`src/rtl/jogo_pkg.sv`:
```
// Shared definitions for the player-input path of the sequence-memory game:
// FSM encodings, default debounce window and the one-hot check helper.
package jogo_pkg;

   typedef enum logic [3:0] {
      ESPERA      = 4'd0,
      FILTRA      = 4'd1,
      PRESSIONADO = 4'd2,
      BLOQUEADO   = 4'd3
   } estado_t;

   localparam int unsigned N_BOTOES_PADRAO        = 4;
   localparam int unsigned DEBOUNCE_CICLOS_PADRAO = 50000;

   // Widest button vector the one-hot helper accepts; narrower vectors are zero-extended.
   localparam int unsigned MAX_BOTOES = 32;

   function automatic logic eh_one_hot(input logic [MAX_BOTOES-1:0] v);
      return (v != '0) && ((v & (v - MAX_BOTOES'(1))) == '0);
   endfunction

endpackage

```
`src/rtl/sincronizador_2ff.sv`:
```
// Two-flop synchroniser for asynchronous level inputs, cleared by a
// synchronous active-low reset.
module sincronizador_2ff #(
   parameter int unsigned LARGURA = 1
) (
   input  logic               clk_i,
   input  logic               rst_ni,
   input  logic [LARGURA-1:0] d_i,
   output logic [LARGURA-1:0] q_o
);

   logic [LARGURA-1:0] meta_q;
   logic [LARGURA-1:0] sinc_q;

   always_ff @(posedge clk_i) begin
      if (!rst_ni) begin
         meta_q <= '0;
         sinc_q <= '0;
      end else begin
         meta_q <= d_i;
         sinc_q <= meta_q;
      end
   end

   assign q_o = sinc_q;

endmodule

```
`src/rtl/detector_jogada.sv`:
```
// Player-button conditioning: synchronise, debounce press and release, emit one-hot
// jogada plus one pulso per press. PULSO_NA_SOLTURA_EN moves pulso to the release.
module detector_jogada
   import jogo_pkg::*;
#(
   parameter int unsigned N_BOTOES        = N_BOTOES_PADRAO,
   parameter int unsigned DEBOUNCE_CICLOS = DEBOUNCE_CICLOS_PADRAO
) (
   input  logic                clock,
   input  logic                reset,
   input  logic                habilita,
   input  logic [N_BOTOES-1:0] botoes,
   output logic [N_BOTOES-1:0] jogada,
   output logic                pulso,
   output logic                tem_jogada,
   output logic                invalida,
   output logic [3:0]          db_estado
);

   localparam int unsigned   CW      = $clog2(DEBOUNCE_CICLOS + 1);
   localparam logic [CW-1:0] CNT_FIM = CW'(DEBOUNCE_CICLOS - 1);

   logic [N_BOTOES-1:0] sinc;

   estado_t             estado_q, estado_d;
   logic [CW-1:0]       cnt_q, cnt_d;
   logic [N_BOTOES-1:0] cand_q, cand_d;
   logic [N_BOTOES-1:0] jogada_q, jogada_d;
   logic                pulso_q, pulso_d;
   logic                invalida_q, invalida_d;
   logic                tem_q;

   sincronizador_2ff #(
      .LARGURA (N_BOTOES)
   ) u_sinc (
      .clk_i  (clock),
      .rst_ni (reset),
      .d_i    (botoes),
      .q_o    (sinc)
   );

   always_comb begin
      estado_d   = estado_q;
      cnt_d      = cnt_q;
      cand_d     = cand_q;
      jogada_d   = jogada_q;
      pulso_d    = 1'b0;
      invalida_d = 1'b0;

      case (estado_q)
         ESPERA: begin
            cnt_d = '0;
            if (sinc != '0) begin
               cand_d   = sinc;
               estado_d = FILTRA;
            end
         end

         FILTRA: begin
            if (sinc == '0) begin
               cnt_d    = '0;
               estado_d = ESPERA;
            end else if (sinc != cand_q) begin
               cand_d = sinc;
               cnt_d  = '0;
            end else if (cnt_q == CNT_FIM) begin
               cnt_d = '0;
               if (eh_one_hot(MAX_BOTOES'(cand_q))) begin
                  jogada_d = cand_q;
                  estado_d = PRESSIONADO;
`ifndef PULSO_NA_SOLTURA_EN
                  pulso_d  = 1'b1;
`endif
               end else begin
                  invalida_d = 1'b1;
                  estado_d   = BLOQUEADO;
               end
            end else begin
               cnt_d = cnt_q + CW'(1);
            end
         end

         // Release filter shared by both held states; any non-zero sample restarts it.
         PRESSIONADO, BLOQUEADO: begin
            if (sinc != '0) begin
               cnt_d = '0;
            end else if (cnt_q == CNT_FIM) begin
               cnt_d    = '0;
               estado_d = ESPERA;
`ifdef PULSO_NA_SOLTURA_EN
               pulso_d  = (estado_q == PRESSIONADO);
`endif
            end else begin
               cnt_d = cnt_q + CW'(1);
            end
         end

         default: begin
            cnt_d    = '0;
            estado_d = ESPERA;
         end
      endcase

      if (!habilita) begin
         estado_d   = ESPERA;
         cnt_d      = '0;
         jogada_d   = jogada_q;
         pulso_d    = 1'b0;
         invalida_d = 1'b0;
      end
   end

   always_ff @(posedge clock) begin
      if (!reset) begin
         estado_q   <= ESPERA;
         cnt_q      <= '0;
         cand_q     <= '0;
         jogada_q   <= '0;
         pulso_q    <= 1'b0;
         invalida_q <= 1'b0;
         tem_q      <= 1'b0;
      end else begin
         estado_q   <= estado_d;
         cnt_q      <= cnt_d;
         cand_q     <= cand_d;
         jogada_q   <= jogada_d;
         pulso_q    <= pulso_d;
         invalida_q <= invalida_d;
         tem_q      <= (estado_d == PRESSIONADO);
      end
   end

   assign jogada     = jogada_q;
   assign pulso      = pulso_q;
   assign invalida   = invalida_q;
   assign tem_jogada = tem_q;
   assign db_estado  = estado_q;

endmodule
```
`config.mk`:
```
export PLATFORM = sky130hd
export DESIGN_NAME = detector_jogada
export DESIGN_NICKNAME = d
export VERILOG_FILES = /design/src/rtl/jogo_pkg.sv /design/src/rtl/sincronizador_2ff.sv /design/src/rtl/detector_jogada.sv
export SDC_FILE = /design/constraint.sdc
export NUM_CORES = 1
export LEC_CHECK = 0
export BUFFER_PORTS_ARGS = -buffer_cell sky130_fd_sc_hd__clkbuf_2
export CAP_MARGIN = 20
export CORE_MARGIN = 3
export CORE_UTILIZATION = 56
export DETAILED_ROUTE_END_ITERATION = 8
export GPL_TIMING_DRIVEN = 0
export MAX_ROUTING_LAYER = met4
export PLACE_DENSITY = 0.77
export SKIP_LAST_GASP = 1
export SYNTH_ARGS = -nofsm -noshare
export SYNTH_HDL_FRONTEND = slang
export SYNTH_SLANG_ARGS = --single-unit
export TNS_END_PERCENT = 100
```
`constraint.sdc`:
```
create_clock -name clock -period 2.3 [get_ports clock]
set_clock_uncertainty 0.15 [all_clocks]
set_input_delay 0.23 -clock clock [delete_from_list [all_inputs] [get_ports clock]]
set_output_delay 0.23 -clock clock [all_outputs]
set_load 0.005 [all_outputs]
```
# [Word-level counts from Yosys, hierarchy flattened]
# Cells that the tools add are included.
[word_totals] regBits=39 inputBits=7 out_inout_bits=11 wordCells=59
[classes] addsub=2 eq_ne=9 mux=20 n_bitwise=7 n_reduce_logical=12
[op_table] operator="16-bit 2-to-1 mux" count=4
[op_table] operator="4-bit 2-to-1 mux" count=10
[op_table] operator="4-bit by 32-bit AND with 32-bit output" count=1
[op_table] operator="32-bit logical NOT" count=1
[op_table] operator="16-bit one-hot mux with 2 select lines" count=1
[op_table] operator="16-bit by 1-bit adder with 16-bit output, second input constant" count=1
[op_table] operator="16-bit == test, second input constant" count=1
[op_table] operator="4-bit by 2-bit == test with 1-bit output, second input constant" count=3
[op_table] operator="4-bit one-hot mux with 3 select lines" count=1
[op_table] operator="4-bit logical NOT" count=2
[op_table] operator="4-bit one-hot mux with 2 select lines" count=1
[op_table] operator="4-bit nonzero test" count=2
[op_table] operator="2-bit inequality test, second input constant" count=3
[op_table] operator="1-bit inverter" count=6
[op_table] operator="6-bit AND reduction" count=1
[op_table] operator="6-bit OR reduction" count=1
[op_table] operator="4-bit by 1-bit subtractor with 5-bit output, second input constant" count=1
[op_table] operator="4-bit by 1-bit == test with 1-bit output, second input constant" count=1
[op_table] operator="4-bit inequality test" count=1
[op_table] operator="4-bit AND reduction" count=1
[op_table] operator="1-bit 2-to-1 mux" count=3
[op_table] operator="2-bit AND reduction" count=1
[op_table] operator="2-bit nonzero test" count=1
[op_table] operator="2-bit OR reduction" count=1
[op_table] operator="1-bit logical AND" count=1

# [Logic depth before layout (Yosys ltp)]
[logic_depth] ltp_word=11 mapped_depth=7 depth_no_buf=6

# [Modules after synthesis]
# From an unflattened synthesis, not the netlist that was laid out.
[unflattened] hier_cells=167 area_unflattened_um2=1765.4
[modules_own_cells] module="detector_jogada" n_inst=1 cells_per_inst=151 area_each_um2=1555.2 seq_area_each_um2=620.6
[modules_own_cells] module="sincronizador_2ff" n_inst=1 cells_per_inst=16 area_each_um2=210.2 seq_area_each_um2=160.2

# [Least setup slack after synthesis]
# Ideal clock, no wire load.
[synth_path] path_kind="register -> register" startpoint="reg cnt_q[0]" endpoint="reg jogada_q[0] (netlist: jogada[0])" setup_time_ns=0.072 t_arrival_ns=1.755 required_time_ns=2.078 path_slack_ns=0.324 stages_incl_launch_ff=7 path_buffers=0 synth_period_minus_slack_ns=1.976 cell_sequence="dfxtp_1 -> ha_1 -> nand3_1 -> nor4_4 -> nand3_2 -> nor4_4 -> mux2i_1"
[synth_between] elab_chain_cells=2
[synth_rtl] element="from (decl)" line="detector_jogada.sv:26" rtl="logic [CW-1:0] cnt_q, cnt_d;"
[synth_rtl] element="from (signal assigned)" line="detector_jogada.sv:124" rtl="cnt_q <= cnt_d;"
[synth_rtl] element="16-bit == test" line="detector_jogada.sv:66" rtl="end else if (cnt_q == CNT_FIM) begin"
[synth_rtl] element="6-bit AND reduction (no source line)"
[synth_rtl] element="to (signal assigned)" line="detector_jogada.sv:126" rtl="jogada_q <= jogada_d;"
[synth_rtl] element="to (decl)" line="detector_jogada.sv:28" rtl="logic [N_BOTOES-1:0] jogada_q, jogada_d;"
# No other way between the ends.
# A chain may end at the register's enable or synchronous reset.

# [Worst setup path in the final report]
[layout_path] startpoint="reg cnt_q[7]" endpoint="reg jogada_q[2] (netlist: jogada[2])"
# Same word-level chain as after synthesis.

==> run metrics <==
outcome finished, final reports clean; layout cells sized above 1 0.1759; hold endpoint invalida$_SDFF_PP0_; Worst VDD drop 0.0005603 V; final hold vios 0; Pwr Density just under 600 nW/um^2; met1 Usage GRT 0.2160; most frequent cell after synthesis dfxtp_1; busiest grt layer met2; H-tree depth 2; Gate Count Post-Synth ~170; Final Setup Violations 0; final core utilization 0.7072; M3 GR Usage 0.05229; Num Clock Sinks 39; clk_lat worst skew roughly 0.35 ns; CP Class flip-flop to flip-flop; Hold Crit Depth 3; cell taking the most area after synthesis dfxtp_1; post-synthesis sequential area ratio 0.4902; Tmin final 2.291 ns; yosys warns 0; Worst EP arrival 2.42 ns; vias in the first global route 1,131; Post-Syn Area 1593 um^2; DR DRC count 0; clock buffer depth 2; Initial Utilization 0.6150; Hold Path Class input pin to flip-flop; terminus of the critical flop-to-flop path jogada[2]$_SDFFE_PN0P_; Post-synth top flop dfxtp_1; WP data required 2.43 ns; Synth area leaders dfxtp_1 (49%), nor2_1 (6.4%), xnor2_1 (6.0%); Post-Route WL 2812 um; number of synthesized flops with an enable pin 0; FF-to-FF Start cnt_q[7]$_SDFF_PN0_; CTS Root Buffer Type clkbuf_4; Synth top area share 0.4902; Slew @ Worst Pin approximately 0.61 ns; Fillers about 200; GPL Wtd Cong approximately 0.84; first-pass GRT wire length roughly 4700 um; final worst-path cycle share 0.9959; Setup Slack @ Placement roughly 0.014 ns; CTS tree done; met2 usage 0.2871; vias per cell ~5.3; Num CTS Buffers 5; largest net degree at the start of global routing 12; flop-to-flop setup slack around 0.0094 ns; crit path max fanout 4; DP HPWL approximately 2000 um; maximum clock rate between 400 and 500 MHz; drt pass-1 iters 5; Core ar. between 2000 and 3000 um^2; DR iter-0 viols between 40 and 50; max_slew headroom 0.5883; Commonest cells post-synth dfxtp_1 (39), nor2_1 (27), nand2_1 (16); Hold Path Origin habilita; RSZ-0062 raised after global routing yes; Worst Setup End Kind flip-flop; row cnt 18; chip width 59.33 um; logic depth of the worst register-to-register path 6; Syn-to-layout area delta 15.00%; Final Max Tran Viols 0; CP Launch Type flip-flop; Detail Route Antenna Nets 0; die area 3520 um^2; Netlist cell types 33; Final Net Count about 210; global route overflow 0; Synth Register Bits 39; routed length per instance 12.28 um; Avg Cell Area, Syn 9.538 um^2; async set-reset flop share out of synthesis 0; die height just under 60 um; initial antenna violation count 0; Clock Pin Slew Worst Setup and Hold Paths 0.11 ns; IO Pins 18; ant diodes 0; Leakage Power around 0.67 nW; GRT Overall Usage 0.1865; Max-Cap Viols 0; Final WS setup roughly 0.0094 ns; buffers added on ports 16; Vias around 1,200
[layout by cell type (no fill, tap or decap)]
cell / netlist / routed
dfxtp_2: 0 / 2
nor4_2: 2 / 2
clkbuf_4: 0 / 6
nor2b_1: 2 / 2
conb_1: 1 / 2
or4_4: 1 / 1
nand4b_1: 1 / 1
ha_1: 1 / 1
clkinv_2: 0 / 1
nand2_1: 16 / 16
and4_1: 1 / 1
mux2i_1: 8 / 8
nand3_2: 1 / 1
nor3b_1: 1 / 1
nor4_4: 2 / 2
nand3_1: 8 / 8
or4_1: 1 / 1
o21ai_2: 1 / 1
inv_1: 4 / 4
o21ai_1: 1 / 1
nor3_1: 4 / 4
nor2_1: 27 / 27
and3_1: 1 / 1
o211ai_1: 1 / 1
nor4b_1: 2 / 2
xnor2_1: 11 / 11
clkbuf_2: 0 / 16
nand4_1: 4 / 4
a21o_1: 1 / 1
dlygate4sd3_1: 0 / 4
a211oi_1: 2 / 2
a21oi_1: 1 / 1
xor2_1: 8 / 8
and2_1: 8 / 8
buf_4: 0 / 3
clkbuf_1: 4 / 6
nand4bb_1: 1 / 1
dfxtp_1: 39 / 37
[critical path: stages (launching register included)]
cell and delay, ns:
dfxtp_2 0.35, or4_4 0.55, nor4_4 0.38, nand3_2 0.13, nor4_4 0.27, buf_4 0.18, mux2i_1 0.22
[cells by family after synthesis]
family                     synth area share
and+or+nand+nor                      0.2922
DFF                                  0.4902
xor gates and xnor gates             0.1045
buffers and inverters               0.02199
muxes                               0.05028
AOI/OAI and AO/OA                   0.03063
adders and majority gates          0.007854
other                              0.002354
[how the worst max path moves through the flow]
| stage | cells after the start | startpoint | to | slack (ns) |
|---|---|---|---|---|
| 2_1_floorplan | 6 | cnt_q[0]$_SDFF_PN0_ | jogada[0]$_SDFFE_PN0P_ | 0.32 |
| 3_3_place_gp | 6 | cnt_q[0]$_SDFF_PN0_ | jogada[2]$_SDFFE_PN0P_ | 0.15 |
| 3_5_place_dp | 6 | cnt_q[0]$_SDFF_PN0_ | jogada[2]$_SDFFE_PN0P_ | 0.01 |
| 4_1_cts | 6 | cnt_q[0]$_SDFF_PN0_ | jogada[2]$_SDFFE_PN0P_ | 0.02 |
| 5_1_grt | 6 | cnt_q[7]$_SDFF_PN0_ | jogada[1]$_SDFFE_PN0P_ | -0.08 |
| 6_report | 6 | cnt_q[7]$_SDFF_PN0_ | jogada[2]$_SDFFE_PN0P_ | 0.009 |
[what timing repair did]
item                                   4_1_cts  5_1_grt
setup endpoints to repair                    0       14
buffers inserted                             0        3
hold buffers                                 4        0
gates resized for setup                      0        3
endpoints found under the hold margin        4        0
[power by group]
| group | total (mW) | internal [mW] | switching, mW |
|---|---|---|---|
| logic | 0.0476 | 0.0230 | 0.0246 |
| clock network | 0.328 | 0.119 | 0.208 |
| registers | 0.692 | 0.684 | 0.00722 |
| total | 1.07 | 0.826 | 0.240 |
[registers in the layout (all words and copies together) (netlist names)]
| name | flops |
|---|---|
| tem_jogada | 1 |
| invalida | 1 |
| cand_q | 4 |
| jogada | 4 |
| u_sinc.q_o | 4 |
| pulso | 1 |
| db_estado | 4 |
| cnt_q | 16 |
| u_sinc.meta_q | 4 |
[cell type report]
| type | instances | area [um^2] | share of cell area |
|---|---|---|---|
| tap | 30 | 37.54 | 0.02049 |
| multi-input combinational | 120 | 780.7 | 0.4262 |
| buffer | 5 | 22.52 | 0.01230 |
| clock buffer | 7 | 45.04 | 0.02459 |
| inverter | 4 | 15.01 | 0.008197 |
| sequential | 39 | 783.3 | 0.4276 |
| timing repair buffer | 23 | 142.6 | 0.07787 |
| clock inverter | 1 | 5.005 | 0.002732 |
[per-stage QoR]
stage	instance area (um^2)	cells	total power, mW	hold slack (ns)	setup TNS, ns
final	1832	229	1.067	0.04393	0
after global routing	1832	229	1.113	0.06870	-0.2797
after CTS	1804	226	1.075	0.03517	0
after detailed placement	1714	214	0.7495	0.2723	0
after global placement	1714	214	0.7474	0.2645	0
after floorplan	1597	168	0.7361	0.2073	0
[per-layer routing]
layer	up-vias	wire length (um)
li1	622	-
met1	549	1270
met2	29	1318
met3	8	150
met4	0	72
met5	-	0
Power figures use the tool's default switching activity.
